### config.mk
export PLATFORM = sky130hd
export DESIGN_NAME = serial_tx
export DESIGN_NICKNAME = d
export VERILOG_FILES = /design/src/rtl/serial_pkg.sv /design/src/rtl/serial_tx_bit_tick_gen.sv /design/src/rtl/serial_tx.sv
export SDC_FILE = /design/constraint.sdc
export NUM_CORES = 1
export LEC_CHECK = 0
export CAP_MARGIN = 15
export CELL_PAD_IN_SITES_DETAIL_PLACEMENT = 0
export CELL_PAD_IN_SITES_GLOBAL_PLACEMENT = 2
export CORE_MARGIN = 4
export CORE_UTILIZATION = 38
export CTS_BUF_LIST = sky130_fd_sc_hd__clkbuf_8
export DETAILED_ROUTE_END_ITERATION = 7
export GPL_TIMING_DRIVEN = 0
export PLACE_DENSITY = 0.87
export SYNTH_ARGS = -nofsm -noshare
export SYNTH_HDL_FRONTEND = slang
export SYNTH_HIERARCHICAL = 1
export SYNTH_SLANG_ARGS = --single-unit
### constraint.sdc
create_clock -name clk -period 3.5 [get_ports clk]
set_clock_uncertainty 0.05 [all_clocks]
set_input_delay 0.7 -clock clk [delete_from_list [all_inputs] [get_ports clk]]
set_output_delay 0.7 -clock clk [all_outputs]
set_load 0.02 [all_outputs]
### src/rtl/serial_pkg.sv
// serial_pkg: shared FSM state type and default frame parameters for serial_tx
package serial_pkg;
  typedef enum logic [1:0] {IDLE, START, DATA, STOP} state_t;
  localparam int DEF_DATA_W = 8;
  localparam int DEF_CLKS_PER_BIT = 4;
endpackage

### src/rtl/serial_tx_bit_tick_gen.sv
// bit_tick_gen: bit-period counter giving a tick on the last cycle of each period, plus a one-cycle-early flag
module bit_tick_gen #(
  parameter int CLKS_PER_BIT = 4
) (
  input  logic clk,
  input  logic rst_n,
  input  logic clear,
  output logic tick,
  output logic near
);
  localparam int CW = $clog2(CLKS_PER_BIT);
  logic [CW-1:0] cnt;
  assign tick = cnt == CW'(CLKS_PER_BIT - 1);
  assign near = cnt == CW'(CLKS_PER_BIT - 2);
  always_ff @(posedge clk or negedge rst_n)
    if (!rst_n) cnt <= '0;
    else cnt <= (clear || tick) ? '0 : cnt + 1'b1;
endmodule

### src/rtl/serial_tx.sv
// serial_tx: parallel-in, LSB-first serial transmitter with start/stop framing and registered outputs
module serial_tx
  import serial_pkg::*;
#(
  parameter int DATA_W = DEF_DATA_W,
  parameter int CLKS_PER_BIT = DEF_CLKS_PER_BIT
) (
  input  logic              clk,
  input  logic              rst_n,
  input  logic              tx_valid,
  input  logic [DATA_W-1:0] tx_data,
  output logic              tx_ready,
  output logic              tx,
  output logic              tx_done
);
  localparam int BW = $clog2(DATA_W + 1);
  state_t state, ns;
  logic [DATA_W-1:0] sh;
  logic [BW-1:0] bidx;
  logic tick, near, clear, last_bit, tx_n, done_n;
  bit_tick_gen #(.CLKS_PER_BIT(CLKS_PER_BIT)) u_tick (
    .clk(clk), .rst_n(rst_n), .clear(clear), .tick(tick), .near(near)
  );
  assign last_bit = bidx == BW'(DATA_W - 1);
  assign clear = ns != state || state == IDLE;
  always_ff @(posedge clk or negedge rst_n)
    if (!rst_n) begin
      state <= IDLE;
      tx <= 1'b1;
      tx_ready <= 1'b1;
      tx_done <= 1'b0;
      sh <= '0;
      bidx <= '0;
    end else begin
      state <= ns;
      tx <= tx_n;
      tx_ready <= ns == IDLE;
      tx_done <= done_n;
      sh <= (tx_valid && tx_ready) ? tx_data : (state == DATA && tick) ? sh >> 1 : sh;
      bidx <= (ns != state) ? '0 : (state == DATA && tick) ? bidx + 1'b1 : bidx;
    end
  always_comb begin
    ns = state;
    case (state)
      IDLE:    ns = (tx_valid && tx_ready) ? START : IDLE;
      START:   ns = tick ? DATA : START;
      DATA:    ns = (tick && last_bit) ? STOP : DATA;
      STOP:    ns = tick ? IDLE : STOP;
      default: ns = IDLE;
    endcase
  end
  // tx is registered, so it is computed from the bit that will be on the line next cycle
  always_comb begin
    tx_n = ns == START ? 1'b0 : ns == DATA ? ((state == DATA && tick) ? sh[1] : sh[0]) : 1'b1;
    done_n = state == STOP && near;
  end
endmodule

* After elaboration in Yosys (flattened, before gate mapping) *
Cells that the tools add are included.

operators by class
  mux-type cells = 13
  $add $sub $neg = 2
  equality and inequality tests = 9
  reductions and logical operators = 10

operators by type and width
  cell                                                                   count
  8-bit 2-to-1 mux                                                       2
  2-bit equality test, second input constant                             5
  4-bit 2-to-1 mux                                                       2
  2-bit case mux with 4 select lines                                     1
  2-bit 2-to-1 mux                                                       3
  1-bit 2-to-1 mux                                                       5
  4-bit by 1-bit adder with 4-bit output, second input constant          1
  2-bit by 1-bit equality test with 1-bit output, second input constant  2
  4-bit by 3-bit equality test with 1-bit output, second input constant  1
  1-bit logical AND                                                      4
  2-bit zero test                                                        2
  2-bit nonzero test                                                     2
  2-bit by 1-bit adder with 2-bit output, second input constant          1
  1-bit logical OR                                                       2
  2-bit inequality test                                                  1

word-level totals
  output and inout bits = 3
  logic and storage cells = 41
  flip-flop bits (word level) = 19
  bits of input ports = 11

* Depth between registers and ports, before layout *
Gate-level depths: netlist of the first run.

  depth after elaboration = 8
  depth in mapped cells = 5
  gate-level depth less buffers = 5

* By module *
The synthesis of the first run kept the hierarchy.

modules (own cells, without submodules)
  module        cells each  sequential area each (um^2)  area each (um^2)  times used
  serial_tx     82          427.9                        845.8             1
  bit_tick_gen  7           50.0                         98.8              1

* Worst setup path after synthesis of the first run *
Ideal clock, no wire load.

  path type = input to register
  from = input tx_valid
  to = register sh[5]
  setup time = 0.123 ns
  stages = 5
  arrival = 1.238 ns
  data required time = 3.327 ns
  path buffers = 2
  setup slack = 2.089 ns
  path through = and2_1 > buf_2 > buf_2 > nand2_1 > o21ai_1

on the way
  longest elaborated chain between the ends = 2
  elaborated cells on any way between the ends = 3
  classes of those cells = mux (1); reduce/logical (2)

ends and longest elaborated chain
  element                                                        line             text
  start: declaration                                             serial_tx.sv:10  input logic tx_valid,
  1-bit logical AND *                                            serial_tx.sv:39  sh <= (tx_valid && tx_ready) ? tx_data : (state == DATA && tick) ? sh >> 1 : sh;
  8-bit 2-to-1 mux / 2-bit nonzero test (equally long branches)  -
  end signal: assignment                                         serial_tx.sv:39
  end: declaration                                               serial_tx.sv:18  logic [DATA_W-1:0] sh;

Mark *: on every way between the ends. The rest lies on a longest branch, timed or not.
A chain may end at the register's enable or synchronous reset.

* Final worst setup path of the first run *
  from = register tx_ready
  to = output tx_ready

RTL lines
  element                   line             text
  start: declaration        serial_tx.sv:12  output logic tx_ready,
  start signal: assignment  serial_tx.sv:30  tx_ready <= 1'b1;
  start signal: assignment  serial_tx.sv:37  tx_ready <= ns == IDLE;

No word-level cell between the ends.

==> results.py, run 1 <==
metrics = {
    "global_route": {
        "track_usage": 0.117,
        "first_global_vias": 716,
        "first_pass_grt_wire_length_um": 3080,
        "gr-usage-met1": 0.145,
        "grt_util_met3": 0.0490,
        "use_met2": 0.194,
        "global_route.overflow_total": 0,
        "grt_antenna_before_repair": 0,
        "grt-busiest-layer": "met2",
        "grt_start_max_net_pins": 20,
    },
    "yosys": {
        "asyncSetResetFlopFracSynth": 1.00,
        "arithmetic_cell_share_of_the_synthesized_area_counting_full_adders_half_adders_and_majority_gates": 0.0397,
        "postSynthAreaPerCell_um2": 10.6,
        "ys_seq_area_frac": 0.506,
        "ys.warnings.count": 6,
        "synth_largest_area_cell": "sky130_fd_sc_hd__dfrtp_1",
        "postSynthNetCount": 103,
        "synth_top_cells_by_area": "sky130_fd_sc_hd__dfrtp_1 (45%), sky130_fd_sc_hd__mux2i_1 (8.5%), sky130_fd_sc_hd__dfstp_2 (5.6%), sky130_fd_sc_hd__nand2_1 (5.2%), sky130_fd_sc_hd__o21ai_1 (4.8%)",
        "synth.cells.most_frequent": "sky130_fd_sc_hd__dfrtp_1 (17), sky130_fd_sc_hd__nand2_1 (13), sky130_fd_sc_hd__o21ai_1 (9), sky130_fd_sc_hd__mux2i_1 (8), sky130_fd_sc_hd__buf_2 (4)",
        "area_of_the_mapped_netlist_um2": 945,
        "synth_xor_xnor_area_share": 0.0185,
        "synth-edff-count": 0,
        "synth_top_family_by_area": "simple AND/OR/NAND/NOR gates",
        "synth-seq-cells": 19,
        "synthMuxAreaShare": 0.0848,
        "synth-compound-area-share": 0.140,
        "synth_top_area_share": 0.450,
        "post_synth_and_or_nand_nor_area_fraction": 0.166,
        "post_synth_inst_count": 89,
        "yosys.cell_types.count": 32,
        "postSynth.topFlopCell": "sky130_fd_sc_hd__dfrtp_1",
        "synthMostInstantiatedCell": "sky130_fd_sc_hd__dfrtp_1",
    },
    "route": {
        "detail_route.wirelength_um": 1780,
        "detailedRoute.firstPassIterationCount": 4,
        "antenna_left": 0,
        "vias_per_cell": 5.25,
        "wl_per_cell_um": 13.2,
        "detailroute.via_count": 704,
        "post-route-drc-count": 0,
        "drtIter0Drc": 5,
    },
    "die": {
        "start_util": 0.411,
        "top_level_i_o_count": 14,
        "fp-row-count": 17,
        "placeableCoreArea_um2": 2300,
        "die_h_um": 57.9,
        "die_area_um2": 3350,
        "floorplan.die.width_um": 57.9,
    },
    "power_and_ir_drop": {
        "power_leakage_uw": 0.000546,
        "worst_supply_voltage_drop_on_vdd_mv": 0.404,
        "power_density_nw_per_um2": 761,
    },
    "placement": {
        "gpl_congestion": 0.720,
        "hpwlAfterDp_um": 1290,
        "portBuffers": 13,
    },
    "sta": {
        "fin_tns_setup_ns": 0,
        "slew_headroom": 0.433,
        "max_slew.worst_pin.slew_ns": 0.847,
        "finalSetupViolations": 0,
        "period_needed_ns": 2.17,
        "finalHoldViolCount": 0,
        "clock.fmax_ghz": 0.461,
        "post_route_clock_period_utilization": 0.620,
        "unrepaired_setup_endpoints_after_global_routing": "false",
        "slew_viol_final": 0,
    },
    "setup_path": {
        "worst-endpoint-required_ns": 2.75,
        "slowest_delay_ns": 0.61,
        "path_delay_family": "buffers and inverters",
        "crit_path_cell_trace": "clkdlybuf4s50_1",
        "cp_num_cells": 1,
        "reg2regPathDepth": 5,
        "timing.critical_path.buf_inv": 1,
        "critical_path_type": "reg -> out",
        "standard_cell_with_the_maximum_stage_delay_on_the_critical_path": "sky130_fd_sc_hd__clkdlybuf4s50_1",
        "critPathLaunch": "tx_ready",
        "worstSetupEndpointType": "primary output",
        "worstReg2RegEnd": "bidx[3]",
        "crit-reg2reg-launch": "u_tick/cnt[0]",
        "endpoint": "tx_ready",
        "ff2ff_setup_slack_ns": 1.93,
        "critPathLaunchType": "flip-flop",
        "cp.arrival_ns": 1.42,
        "maximum_fanout_along_the_worst_path": 4,
    },
    "min_path": {
        "worstHoldStart": "u_tick/cnt[0]",
        "holdCritPathClass": "reg -> reg",
    },
    "layout": {
        "nets": 121,
        "layout-drive-gt1-share": 0.142,
        "fin_util": 0.503,
        "area_growth_syn_to_layout_pct": 22.3,
        "insertedDiodeCount": 0,
        "fillers": 230,
    },
    "clocking": {
        "cts_tree": "built",
        "total_clock_sinks": 19,
        "cts.reportedPaths.clkPinSlew_ns": 0.07,
        "ctsRootBufferMaster": "sky130_fd_sc_hd__clkbuf_8",
        "cts_buffer_count": 3,
        "worstSkewPairLatency_ns": 0.26,
        "postCtsHoldBufs": 0,
        "post_cts_resized": 0,
        "clk_path_buf_depth": 2,
        "cts_htree_levels": 1,
        "cts_setup_buffers": 0,
    },
    "outcome": {
        "run_status": "complete, no violations",
    },
    "run": {
        "max_cap_viol_count": 0,
    },
}
==> worst min path at each step <==
| stage | slack (ns) | to | cells past startpoint |
|---|---|---|---|
| final | 0.43 | u_tick/cnt[0] | 1 |
| after global routing | 0.46 | u_tick/cnt[0] | 1 |
| after CTS | 0.43 | u_tick/cnt[0] | 1 |
| after detailed placement | 0.42 | u_tick/cnt[0] | 1 |
| after global placement | 0.42 | u_tick/cnt[0] | 1 |
| after floorplan | 0.35 | bidx[0] | 0 |
==> where the power goes <==
group	leakage, µW	internal [µW]	switching, µW
clock network	0.0000269	78.1	73.6
logic	0.000283	166	191
registers	0.000236	315	55.5
==> routing by layer <==
metal,vias to the layer above,share of wire
li1,349,-
met1,342,0.46
met2,13,0.48
met3,0,0.054
met4,0,0
met5,-,0
==> sequential cells by signal, summed over array words and instances (netlist names) <==
| register | count |
|---|---|
| tx_done | 1 |
| state | 2 |
| bidx | 4 |
| tx | 1 |
| sh | 8 |
| u_tick/cnt | 2 |
| tx_ready | 1 |
==> worst reg2reg max path, delay by kind of cell, from the launching register on <==
family                     cells  cell delay [ns]
AOI/OAI and AO/OA              2             0.44
DFF                            1             0.39
adders and majority gates      1             0.26
buffers and inverters          1             0.20
and+or+nand+nor                1             0.11
==> cells by family (layout without fill, tap and decap cells) <==
group | Yosys count | in the layout
flops | 19 | 19
compound gates | 20 | 20
xor+xnor | 2 | 2
buf+inv | 8 | 25
mux | 8 | 8
simple gates | 29 | 29
fa+ha+maj | 3 | 3
==> cells in the final DEF, fill, tap and decap left out, drive strengths merged <==
cell type and instances:
buf 6, o21ai 10, nand2 13, dfstp 2, xor2 1, nor2 1, o221ai 1, nand2b 1
dfrtp 17, a31o 1, a21oi 2, o311ai 1, nand3b 3, o311a 1, nor3 2, mux2i 8
or3 1, a211oi 1, clkbuf 3, a22oi 1, nand3 3, o2bb2ai 1, ha 3, inv 3
nor2b 1, clkdlybuf4s50 13, nand4b 1, and3 1, a31oi 1, and2 2, xnor2 1
==> cell type report <==
type	instances	area, µm²	share of cell area
Tap cell	28	35.0	0.0303
Sequential cell	19	478	0.414
Clock inverter	1	3.75	0.00325
Timing Repair Buffer	13	130	0.113
Multi-Input combinational cell	62	424	0.367
Inverter	2	7.51	0.00650
Clock buffer	3	41.3	0.0358
Buffer	6	35.0	0.0303
==> per-stage QoR <==
step	cells	setup slack (ns)	hold slack, ns	cell area (µm²)	total power, µW
floorplan	89	2.09	0.354	945	631
global placement	130	1.50	0.416	1110	726
detailed placement	130	1.50	0.425	1110	737
CTS	134	1.32	0.435	1150	896
global route	134	1.29	0.457	1150	953
finish	134	1.33	0.431	1150	879
Note: power is estimated with default switching activity, not from simulation.
==> inputs of run 2 (changes only) <==
- CORE_UTILIZATION: 38 -> 32
- PLACE_DENSITY: 0.87 -> 0.79
- clock period: 3.5 -> 1.8 ns (I/O delays scaled with it)
==> run 2 against run 1 <==
  * Non-clock buffer count unchanged
  * Setup slack got worse by 1.1 ns
  * Power increased by 95%
  * Critical path depth unchanged
  * Routed wire length increased by 10%
  * Die area increased by 16%
  * Final cell count increased by 2.2%
  * Sequential power increased by 95%
  * Hold slack got worse by 0.0019 ns
  * Combinational power increased by 93%
  * Critical endpoint is now tx_done
  * Largest power group unchanged
==> results.py, run 2 (synthesized netlist as in run 1, its figures left out) <==
metrics = {
    "outcome": {
        "run_status": "complete, no violations",
    },
    "placement": {
        "portBuffers": 13,
        "gpl_congestion": 0.736,
        "detailedPlace.worstSlack_ns": 0.0969,
        "hpwlAfterDp_um": 1370,
    },
    "global_route": {
        "first_global_vias": 753,
        "global_route.overflow_total": 0,
        "first_pass_grt_wire_length_um": 3430,
        "grt_antenna_before_repair": 0,
        "grt_start_max_net_pins": 20,
        "track_usage": 0.113,
    },
    "die": {
        "die_h_um": 62.3,
        "top_level_i_o_count": 14,
        "fp-row-count": 19,
        "placeableCoreArea_um2": 2780,
        "start_util": 0.340,
        "floorplan.die.width_um": 62.3,
        "die_area_um2": 3890,
    },
    "sta": {
        "finalSetupViolations": 0,
        "post_route_clock_period_utilization": 0.886,
        "slew_viol_final": 0,
        "unrepaired_setup_endpoints_after_global_routing": "false",
        "clock.fmax_ghz": 0.627,
        "max_slew.worst_pin.slew_ns": 0.859,
        "slew_headroom": 0.425,
        "period_needed_ns": 1.59,
        "timing.final.ws_setup_ns": 0.206,
        "finalHoldViolCount": 0,
        "fin_tns_setup_ns": 0,
    },
    "route": {
        "antenna_left": 0,
        "wl_per_cell_um": 14.3,
        "detail_route.wirelength_um": 1960,
        "vias_per_cell": 5.04,
        "detailroute.via_count": 690,
        "post-route-drc-count": 0,
        "detailedRoute.firstPassIterationCount": 3,
        "drtIter0Drc": 19,
    },
    "clocking": {
        "cts_htree_levels": 1,
        "postCtsHoldBufs": 0,
        "clk_path_buf_depth": 2,
        "ctsRootBufferMaster": "sky130_fd_sc_hd__clkbuf_8",
        "worstSkewPairLatency_ns": 0.26,
        "cts_tree": "built",
        "total_clock_sinks": 19,
        "cts.reportedPaths.clkPinSlew_ns": 0.08,
        "cts_buffer_count": 3,
    },
    "power_and_ir_drop": {
        "power_leakage_uw": 0.000557,
        "worst_supply_voltage_drop_on_vdd_mv": 0.692,
        "finalPower_uw": 1710,
        "power_density_nw_per_um2": 1480,
    },
    "setup_path": {
        "critical_path_type": "reg -> out",
        "timing.critical_path.buf_inv": 1,
        "worstSetupEndpointType": "primary output",
        "critPathLaunchType": "flip-flop",
        "slowest_delay_ns": 0.59,
        "path_delay_family": "buffers and inverters",
        "worst-endpoint-required_ns": 1.39,
        "crit_path_cell_trace": "clkdlybuf4s50_1",
        "standard_cell_with_the_maximum_stage_delay_on_the_critical_path": "sky130_fd_sc_hd__clkdlybuf4s50_1",
        "cp.arrival_ns": 1.18,
        "maximum_fanout_along_the_worst_path": 1,
    },
    "layout": {
        "nets": 121,
        "fillers": 275,
        "largest_reg_flops": 8,
        "mostFrequentLayoutCell": "sky130_fd_sc_hd__dfrtp_1",
        "max_flop_register": "sh",
        "final_cell_mix": "sky130_fd_sc_hd__dfrtp_1 (17), sky130_fd_sc_hd__nand2_1 (13), sky130_fd_sc_hd__clkdlybuf4s50_1 (11)",
        "top_regs": "sh x8, bidx x4",
        "layout-drive-gt1-share": 0.142,
        "insertedDiodeCount": 0,
        "area_growth_syn_to_layout_pct": 22.8,
    },
    "min_path": {
        "holdCritPathClass": "reg -> reg",
    },
    "run": {
        "max_cap_viol_count": 0,
    },
}
[run 2: cell types whose count changed in the layout (fill, tap and decap cells not counted), sizes merged]
cell           delta
clkdlybuf4s50     -2
dlygate4sd2       +1
dlymetal6s2s      +1
[run 2: path summary, 6_finish.rpt]
| check | start | end | slack [ns] | cells after the start |
|---|---|---|---|---|
| setup / recovery | tx_done | tx_done | 0.21 | 1 |
| min in group asynchronous | rst_n | tx_done | 0.53 | 1 |
| hold reg to reg | u_tick/cnt[0] | u_tick/cnt[0] | 0.43 | 1 |
| hold / removal | u_tick/cnt[0] | u_tick/cnt[0] | 0.43 | 1 |
| setup reg to reg | u_tick/cnt[0] | bidx[3] | 0.22 | 5 |
| max in group asynchronous | rst_n | sh[4] | 0.63 | 1 |
[run 2: what timing repair did]
item,in CTS,in global routing
setup buffers,0,0
endpoints found under the hold margin,0,0
gates cloned,0,0
resized for setup,1,1
setup endpoints to repair,1,1
[run 2: final cells by class]
class | instances | area [µm²] | area share
flip-flops and latches | 19 | 478 | 0.412
multi-input cells | 62 | 424 | 0.366
repair buffers | 13 | 131 | 0.113
clock buffers | 3 | 41.3 | 0.0356
well taps | 31 | 38.8 | 0.0334
plain buffers | 6 | 35.0 | 0.0302
inverters | 2 | 7.51 | 0.00647
clock inverters | 1 | 3.75 | 0.00324
[run 2: metal layers]
metal  GRT usage  part of all wire
met5           0                 0
met4      0.0637             0.026
met3      0.0396             0.045
met2       0.175              0.44
met1       0.134              0.48
[run 2: report_power, final]
group	switching, µW	total [µW]	internal [µW]	leakage [µW]
Combinational	374	689	315	0.000294
Clock	150	302	152	0.0000269
Sequential	109	721	612	0.000236
Total	633	1710	1080	0.000557
[run 2: through the flow]
step                instances  area, µm²  utilization  hold slack [ns]
global placement          133       1110        0.400            0.415
CTS                       137       1160        0.416            0.436
global route              137       1160        0.417            0.459
detailed placement        133       1110        0.400            0.422
finish                    137       1160        0.417            0.429
floorplan                  89        945            -           0.0144
==> patch (flow settings as in run 1) <==
Set the package constant `DEF_DATA_W` to 16 (it was 8).
--- a/src/rtl/serial_pkg.sv
+++ b/src/rtl/serial_pkg.sv
@@ -3,3 +3,3 @@
   typedef enum logic [1:0] {IDLE, START, DATA, STOP} state_t;
-  localparam int DEF_DATA_W = 8;
+  localparam int DEF_DATA_W = 16;
   localparam int DEF_CLKS_PER_BIT = 4;
Ports: changed (resized tx_data); port bits go from 14 to 22. No check against the original RTL was run, so the function may have changed too.
==> patch against run 1 <==
Routed wire length rose by 43%. Global-route usage rose by 1.2 points. Combinational power rose by 23%. Final area rose by 49%. Count of clock-buffer cells in the layout rose by 1. Area after synthesis rose by 45%. Worst setup slack improved by 0.020 ns. Total power rose by 34%. Sequential cell count rose by 9. Critical endpoint unchanged. Register-to-register slack got worse by 0.41 ns. Fmax rose by 0.94%. Non-clock buffer count rose by 12. Highest routed layer is now met4.
==> patch: results (changes against run 1) <==
| Metric | Value |
|---|---|
| Routed length on met1 | 1.15 mm (+39%) |
| Area contributors post-synth | dfrtp_1 47%, mux2i_1 12%, o21ai_0 5.8% |
| Hold_ws | 0.447 ns (+0.0167 ns) |
| Reg2Reg Depth | 7 (+2) |
| Slowest stage delay, CP | 0.59 ns (-0.02 ns) |
| Synth cell count leaders | 26 x dfrtp_1, 17 x nand2_1, 16 x mux2i_1, 16 x o21ai_0, 5 x nor2_1 |
| GR met1 Demand/Resource | 0.156 (+0.0113) |
| FFs w/ async S/R, synth | 1.00 (unchanged) |
| Status | complete, no violations |
| Clk_lat worst skew | 0.27 ns |
| Diodes inserted | 0 (unchanged) |
| GRT overflow | 0 (unchanged) |
| Number of global-route vias before repair | 1013 (+41%) |
| Placer Congestion | 0.761 (+5.7%) |
| Largest net degree at the start of global routing | 17 (-15%) |
| DP HPWL | 1.93 mm (+50%) |
| Vias per cell | 4.87 (-7.3%) |
| Final Cell Area | 0.00172 mm^2 (+49%) |
| Post-CTS setup buffer count | 0 (unchanged) |
| Hold Path End | u_tick/cnt[0] |
| Worst hold stages | 1 (unchanged) |
| Net Sw Frac | 0.329 (-0.0345) |
| First-pass GRT wire length | 4.44 mm (+44%) |
| Layout cell share with drive strength beyond 1 | 0.125 (-0.0165) |
| IO Port Bufs | 21 (+8) |
| Syn nets | 149 (+45%) |
| Maxcap violations | 0 (unchanged) |
| CP max-delay cell | clkdlybuf4s50_1 |
| Reg2reg end | u_tick/cnt[0] |
| CP arrival | 1.40 ns (-0.02 ns) |
| Top Layer Used | met4 |
| Die width | 68.0 um (+18%) |
| Top flop regs | sh (16), bidx (5) |
| Met2 WL | 1.25 mm (+46%) |
| Clock Tree Buf Depth | 2 (unchanged) |
| GR Util All Layers | 0.129 (+0.0119) |
| P_leak | 0.880 nW (+61%) |
| Flop-to-flop setup slack | 1.52 ns (-0.41 ns) |
| Iter 0 DRT Violations | 69 (+64) |
| M2 GR Usage | 0.221 (+0.0279) |
| Worst r2r src | bidx[0] |
| Crit path from | tx_ready |
| Detailed Route WL | 2.54 mm (+43%) |
| Yosys Warn Count | 6 (unchanged) |
| Met3 usage | 0.0427 (-0.00630) |
| Worst VDD drop | 0.344 mV (-15%) |
| Setup crit end | tx_ready |
| Fillcell total | 333 (+45%) |
| Max_slew headroom | 0.545 (+0.112) |
| Delay-heaviest family, CP | buffers and inverters |
| Crit-path max FO | 2 (-2) |
| Met3 routed WL | 131 um (+36%) |
| Clock slew at reported path FFs | 0.09 ns (+0.02 ns) |
| Nets | 176 (+45%) |
| Sequential area share after synthesis | 0.513 (+0.00728) |
| Initial antenna violation count | 0 (unchanged) |
-- patch: cell types whose count changed after synthesis, moves of 2 or more --
cell and delta:
mux2i_1 +8, nand3_1 -2, o21ai_1 -9, nand3b_1 -2, buf_6 +3, nand2_1 +4, and4b_1 +2, clkbuf_1 +2
nor2_1 +4, dfrtp_1 +9, inv_1 +3, o21ai_0 +15
-- patch: through the flow --
| stage | setup slack [ns] | cells |
|---|---|---|
| 5_1_grt | 1.30 | 198 |
| 2_1_floorplan | 1.71 | 126 |
| 6_report | 1.35 | 198 |
| 4_1_cts | 1.34 | 198 |
| 3_3_place_gp | 1.25 | 193 |
| 3_5_place_dp | 1.23 | 194 |
-- patch: layout make-up --
| type | count | share of cell area |
|---|---|---|
| Multi-Input combinational cell | 85 | 0.342 |
| Sequential cell | 28 | 0.409 |
| Buffer | 9 | 0.0371 |
| Clock buffer | 4 | 0.0320 |
| Tap cell | 46 | 0.0335 |
| Inverter | 4 | 0.00873 |
| Timing Repair Buffer | 22 | 0.138 |
-- patch: power by group through the flow --
stage | combinational (mW) | sequential [mW] | clock (mW)
after floorplan | 0.312 | 0.550 | 0
after detailed placement | 0.445 | 0.552 | 0
final | 0.438 | 0.545 | 0.197
after CTS | 0.446 | 0.546 | 0.205
after global routing | 0.500 | 0.562 | 0.224
after global placement | 0.426 | 0.547 | 0
-- patch: kinds of logic (layout without fill, tap and decap cells) --
kind of cell,after synthesis,in the layout,share of synthesized area
DFF,28,28,0.513
muxes,16,16,0.117
AOI/OAI and AO/OA,25,25,0.107
xor gates and xnor gates,2,2,0.0128
and+or+nand+nor,38,38,0.156
adders and majority gates,4,4,0.0365
buffers and inverters,13,39,0.0575
